`src/rtl/bbc_bus_pkg.sv`:
```
// Shared types and helpers for the 6502-socket host bus.
// Used by the host responder and the CPLD-side model.
package bbc_bus_pkg;

  typedef enum logic {
    S_LOW  = 1'b0,
    S_HIGH = 1'b1
  } phase_e;

  localparam logic [15:0] SLOW_LO_DEF = 16'hFC00;
  localparam logic [15:0] SLOW_HI_DEF = 16'hFEFF;

  function automatic logic bbc_is_slow(
    input logic [15:0] addr,
    input logic [15:0] lo = SLOW_LO_DEF,
    input logic [15:0] hi = SLOW_HI_DEF
  );
    return (addr >= lo) && (addr <= hi);
  endfunction

endpackage

```
`src/rtl/phi0_phase_timer.sv`:
```
// phi0 phase counter: saturating count with a terminal-count flag
// selecting HALF or 3*HALF cycles.
module phi0_phase_timer #(
  parameter int HALF = 4
) (
  input  logic clk,
  input  logic rst_n,
  input  logic i_clr,
  input  logic i_long,
  output logic o_tc
);

  localparam int W = $clog2(3 * HALF);
  localparam logic [W-1:0] LIM_S = W'(HALF - 1);
  localparam logic [W-1:0] LIM_L = W'(3 * HALF - 1);

  logic [W-1:0] r_cnt;

  // Saturate so long backend stalls cannot wrap the count.
  always_ff @(posedge clk or negedge rst_n) begin
    if (!rst_n) begin
      r_cnt <= '0;
    end else if (i_clr) begin
      r_cnt <= '0;
    end else if (r_cnt != '1) begin
      r_cnt <= r_cnt + W'(1);
    end
  end

  assign o_tc = r_cnt >= (i_long ? LIM_L : LIM_S);

endmodule

```
`src/rtl/bbc_host_responder.sv`:
```
// BBC host end of the 6502 socket: phi0 generation, bus sampling
// and req/ack forwarding to a backend with clock stretching.
module bbc_host_responder
  import bbc_bus_pkg::*;
#(
  parameter int          HALF    = 4,
  parameter logic [15:0] SLOW_LO = SLOW_LO_DEF,
  parameter logic [15:0] SLOW_HI = SLOW_HI_DEF
) (
  input  logic        hsclk,
  input  logic        resetb,
  output logic        phi0,
  input  logic [15:0] bbc_a,
  input  logic        bbc_rnw,
  input  logic [7:0]  bbc_d_in,
  output logic [7:0]  bbc_d_out,
  output logic        bbc_d_oe,
  output logic        mem_req,
  output logic        mem_we,
  output logic [15:0] mem_addr,
  output logic [7:0]  mem_wdata,
  input  logic [7:0]  mem_rdata,
  input  logic        mem_ack,
  output logic        slow_cycle
);

  phase_e      r_state;
  phase_e      w_next;
  logic        w_tc;
  logic        w_rise;
  logic        w_fall;
  logic        w_rd_wait;
  logic        w_wr_wait;
  logic        r_req;
  logic        r_we;
  logic [15:0] r_addr;
  logic [7:0]  r_wdata;
  logic        r_rnw;
  logic [7:0]  r_dout;
  logic        r_oe;
  logic        r_hold;
  logic        r_slow;

  // An ack on this very cycle already satisfies the wait.
  assign w_wr_wait = r_req & r_we & ~mem_ack;
  assign w_rd_wait = r_req & ~r_we & ~mem_ack;

  phi0_phase_timer #(
    .HALF (HALF)
  ) u_timer (
    .clk    (hsclk),
    .rst_n  (resetb),
    .i_clr  (w_rise | w_fall),
    .i_long ((r_state == S_HIGH) & r_slow),
    .o_tc   (w_tc)
  );

  always_ff @(posedge hsclk or negedge resetb) begin
    if (!resetb) r_state <= S_LOW;
    else         r_state <= w_next;
  end

  always_comb begin
    w_next = r_state;
    w_rise = 1'b0;
    w_fall = 1'b0;
    unique case (r_state)
      S_LOW: begin
        if (w_tc && !w_wr_wait) begin
          w_next = S_HIGH;
          w_rise = 1'b1;
        end
      end
      S_HIGH: begin
        if (w_tc && !w_rd_wait) begin
          w_next = S_LOW;
          w_fall = 1'b1;
        end
      end
    endcase
  end

  always_ff @(posedge hsclk or negedge resetb) begin
    if (!resetb) begin
      r_req   <= 1'b0;
      r_we    <= 1'b0;
      r_addr  <= '0;
      r_wdata <= '0;
      r_rnw   <= 1'b1;
      r_dout  <= '0;
      r_oe    <= 1'b0;
      r_hold  <= 1'b0;
      r_slow  <= 1'b0;
    end else begin
      if (r_req && mem_ack) begin
        r_req <= 1'b0;
        if (!r_we) begin
          r_dout <= mem_rdata;
          r_oe   <= 1'b1;
        end
      end
      if (r_hold) begin
        r_oe   <= 1'b0;
        r_hold <= 1'b0;
      end
      if (w_rise) begin
        r_addr <= bbc_a;
        r_rnw  <= bbc_rnw;
        r_slow <= bbc_is_slow(bbc_a, SLOW_LO, SLOW_HI);
        r_we   <= 1'b0;
        if (bbc_rnw) r_req <= 1'b1;
      end
      // Read data is held one hsclk past the falling phi0 edge.
      if (w_fall) begin
        r_hold <= 1'b1;
        if (!r_rnw) begin
          r_wdata <= bbc_d_in;
          r_req   <= 1'b1;
          r_we    <= 1'b1;
        end
      end
    end
  end

  assign phi0       = (r_state == S_HIGH);
  assign mem_req    = r_req;
  assign mem_we     = r_we;
  assign mem_addr   = r_addr;
  assign mem_wdata  = r_wdata;
  assign bbc_d_out  = r_dout;
  assign bbc_d_oe   = r_oe;
  assign slow_cycle = r_slow;

endmodule

```
`config.mk`:
```
export PLATFORM = sky130hd
export DESIGN_NAME = bbc_host_responder
export DESIGN_NICKNAME = d
export VERILOG_FILES = /design/src/rtl/bbc_bus_pkg.sv /design/src/rtl/phi0_phase_timer.sv /design/src/rtl/bbc_host_responder.sv
export SDC_FILE = /design/constraint.sdc
export NUM_CORES = 1
export LEC_CHECK = 0
export BUFFER_PORTS_ARGS = -buffer_cell sky130_fd_sc_hd__buf_4
export CAP_MARGIN = 10
export CORE_ASPECT_RATIO = 2
export CORE_UTILIZATION = 35
export CTS_BUF_LIST = sky130_fd_sc_hd__clkbuf_4 sky130_fd_sc_hd__clkbuf_8
export DETAILED_ROUTE_END_ITERATION = 10
export SETUP_SLACK_MARGIN = 0.2
export SLEW_MARGIN = 20
export SYNTH_ARGS = -nofsm -noshare
export SYNTH_HDL_FRONTEND = slang
export SYNTH_SLANG_ARGS = --single-unit
```
`constraint.sdc`:
```
create_clock -name hsclk -period 3.2 [get_ports hsclk]
set_input_delay 0.32 -clock hsclk [delete_from_list [all_inputs] [get_ports hsclk]]
set_output_delay 0.32 -clock hsclk [all_outputs]
set_load 0.005 [all_outputs]
```
==> results.md <==
• cts hold-fix bufs: 0
• count of non-filler cells in the finished layout: 256
• worst slack at placement: 1.06 ns
• crit path capture type: flop
• Clock Sinks: 43
• Post-Synthesis Net Count: 158
• Post-synth EDFFs: 0
• list of cells traversed by the critical path: nand2_1 > ha_1 > o21ai_2 > a221oi_4 > buf_4 > mux2_2
• Die Footprint: 0.00544 sq mm
• Remaining DRCs: 0
• Setup TNS Final: 0 ns
• HPWL reported at the end of detailed placement: 3000 um
• Layout area overhead: 38.4%
• final worst-path setup slack: 1.07 ns
• die height: 103 um
• fraction of the yosys area taken by sequential cells: 60.0%
• power density over cell area: 1020 mW/mm^2
• crit share post-route: 66.7%
• Total Routed Length: 3870 um
• average size of a mapped cell: 15.0 sq um
• wire length of the first global-routing pass: 6040 um
• worst setup path category: reg2reg
• vias per cell: 4.98
• placeable core region: 0.00491 sq mm
• pin count of the biggest net entering global routing: 44
• startpoint types: flop
• worst slew margin relative to its limit: 63.6%
• number of nets with antenna violations after detailed routing: 0
• Antenna diodes: 0
• measured slew at the worst slew-check pin: 0.546 ns
• top-area cell type share of the netlist area: 58.5%
• GRT Total Usage: 15.2%
• Max rail drop VDD: 498 uV
• post_cts resized: 0
• fraction of layout instances using a drive strength above 1: 60.3%
• number of H-tree branching levels: 2
• max-capacitance violation count: 0
• fmax: 469 MHz
• path class of the lowest-slack min-delay path: in2async
• cell area after layout: 0.00249 sq mm
• largest fanout of any net on the critical path: 19
• CTS clk-pin slew, worst paths: 0.08 ns
• top area cells in the synthesized netlist: sky130_fd_sc_hd__dfrtp_1 (58%), sky130_fd_sc_hd__mux2_2 (16%), sky130_fd_sc_hd__mux2_4 (7.5%), sky130_fd_sc_hd__a221oi_4 (1.5%), sky130_fd_sc_hd__dfstp_2 (1.5%)
• number of buffers created by CTS: 5
• placed cell count: 248
• Netlist Area Pre-Place: 0.00180 sq mm
• cell area after placement: 0.00240 sq mm
• post-layout minimum cycle time: 2.13 ns
• chip width: 52.7 um
• Primary FF master, synth: sky130_fd_sc_hd__dfrtp_1
• warning count from the yosys run: 0
• routed len/inst: 15.1 um
• number of nets at the end of the flow: 236
• number of different library cells in the post-synthesis netlist: 32
• clk_lat worst skew: 0.29 ns
• number of detailed-route iterations in the first pass: 4
• cell taking the most area after synthesis: sky130_fd_sc_hd__dfrtp_1
• buffers inserted by post-CTS timing repair: 0
• GPL Wtd Cong: 0.734
• CTS tree: yes
• Hold WS: 0.00703 ns
• routed via count: 1,275
• number of antenna violations at the first check in global routing: 0
• Setup-failing EPs final: 0
• placement row count: 36
• WP data arrival: 2.31 ns
• Initial Util: 36.6%
• instance count of the mapped netlist: 120
• worst clock skew: 0.00663 ns
• Top Ports: 73
• post-synthesis sequential element count: 43
• violation count after the first detailed-routing iteration: 17
• global route total overflow: 0
• critical-path cell with the highest stage delay: sky130_fd_sc_hd__dfrtp_1
• via count of the first global-routing pass: 1,370
• delay of the slowest cell on the worst path: 0.51 ns
• RSZ-0062 raised after global routing: false
• required time of the critical path: 3.38 ns
• share of flip-flops with an asynchronous set or reset after synthesis: 100%
• number of buffers between clock root and the deepest sink: 2
• number of endpoints with negative hold slack in the final report: 0
• number of max-slew violations in the final report: 0
• reported leakage power: 0.00119 uW
• number of port buffers: 72
• run status: finished clean
• root cell of the clock tree: sky130_fd_sc_hd__clkbuf_8
==> synthesized netlist by cell type, drive strengths merged, types with 2 or more instances <==
library cell / n
ha: 2
o21ai: 2
nand2: 3
dfrtp: 42
mux2: 34
inv: 3
nor2: 6
a211oi: 2
nor2b: 2
nand3: 2
nor3: 2
a21oi: 2
==> registers in the layout, indices dropped and copies added (netlist names) <==
register,count
mem_addr,16
bbc_d_out,8
mem_wdata,8
u_timer.r_cnt,4
bbc_d_oe,1
mem_req,1
mem_we,1
phi0,1
r_hold,1
r_rnw,1
slow_cycle,1
==> layout by cell type (no fill, tap or decap), types with 2 or more instances in the layout <==
master / instances
sky130_fd_sc_hd__ha_1: 2
sky130_fd_sc_hd__clkbuf_8: 5
sky130_fd_sc_hd__dfrtp_1: 42
sky130_fd_sc_hd__nor2b_1: 2
sky130_fd_sc_hd__buf_4: 73
sky130_fd_sc_hd__mux2_2: 25
sky130_fd_sc_hd__nor3_1: 2
sky130_fd_sc_hd__nand3_1: 2
sky130_fd_sc_hd__mux2_4: 9
sky130_fd_sc_hd__nor2_1: 6
sky130_fd_sc_hd__inv_1: 3
sky130_fd_sc_hd__a211oi_1: 2
sky130_fd_sc_hd__a21oi_1: 2
sky130_fd_sc_hd__nand2_1: 3
==> per-layer routing <==
metal	part of all wire (%)	global-route usage (%)	vias up
met3	4.0	3.51	8
met1	34	15.7	649
li1	-	-	582
met2	60	27.7	36
met4	2.3	7.69	0
met5	0	0	-
==> where the power goes <==
| group | internal (uW) | switching [uW] | total [uW] |
|---|---|---|---|
| Combinational | 751 | 437 | 1190 |
| Sequential | 822 | 190 | 1010 |
| Clock | 161 | 177 | 338 |
==> kinds of logic (layout without fill, tap and decap cells) <==
logic type	Yosys count	count (layout)	synth area share, %
xor gates and xnor gates	2	2	0.975
AOI/OAI and AO/OA	14	14	6.89
adders and majority gates	2	2	1.39
muxes	35	35	23.7
buffers and inverters	5	84	1.67
and+or+nand+nor	19	19	5.36
DFF	43	43	60.0
==> final cells by class <==
| cell class | count | area, sq um |
|---|---|---|
| repair buffers | 73 | 548 |
| clock inverters | 2 | 12.5 |
| inverters | 3 | 11.3 |
| multi-input cells | 72 | 689 |
| clock buffers | 6 | 76.3 |
| well taps | 57 | 71.3 |
| flip-flops and latches | 43 | 1080 |
| fillers | 439 | 2420 |
==> critical path: cells and delay by family, from the launching register on <==
family          cells  cell delay [ns]
buf+inv             1             0.32
mux                 1             0.38
simple gates        1             0.12
flops               1             0.51
fa+ha+maj           1             0.32
compound gates      2             0.37
==> metrics by stage <==
step                util [%]  total power [uW]
finish                  50.6              2540
global route            50.6              2710
CTS                     50.6              2580
detailed placement      48.8              2230
global placement        48.8              2170
floorplan                  -              1700
==> final timing paths <==
| path | start | end | slack (ns) | cells past startpoint |
|---|---|---|---|---|
| setup reg to reg | phi0 | mem_addr[2] | 1.07 | 6 |
| hold / removal | resetb | mem_wdata[5] | 0.007 | 1 |
| min in group hsclk | mem_rdata[4] | bbc_d_out[4] | 0.26 | 2 |
| max in group asynchronous | resetb | mem_addr[1] | 2.81 | 1 |
| hold reg to reg | r_hold | bbc_d_oe | 0.39 | 1 |
| setup / recovery | phi0 | mem_addr[2] | 1.07 | 6 |
Note: power is estimated with default switching activity, not from simulation.
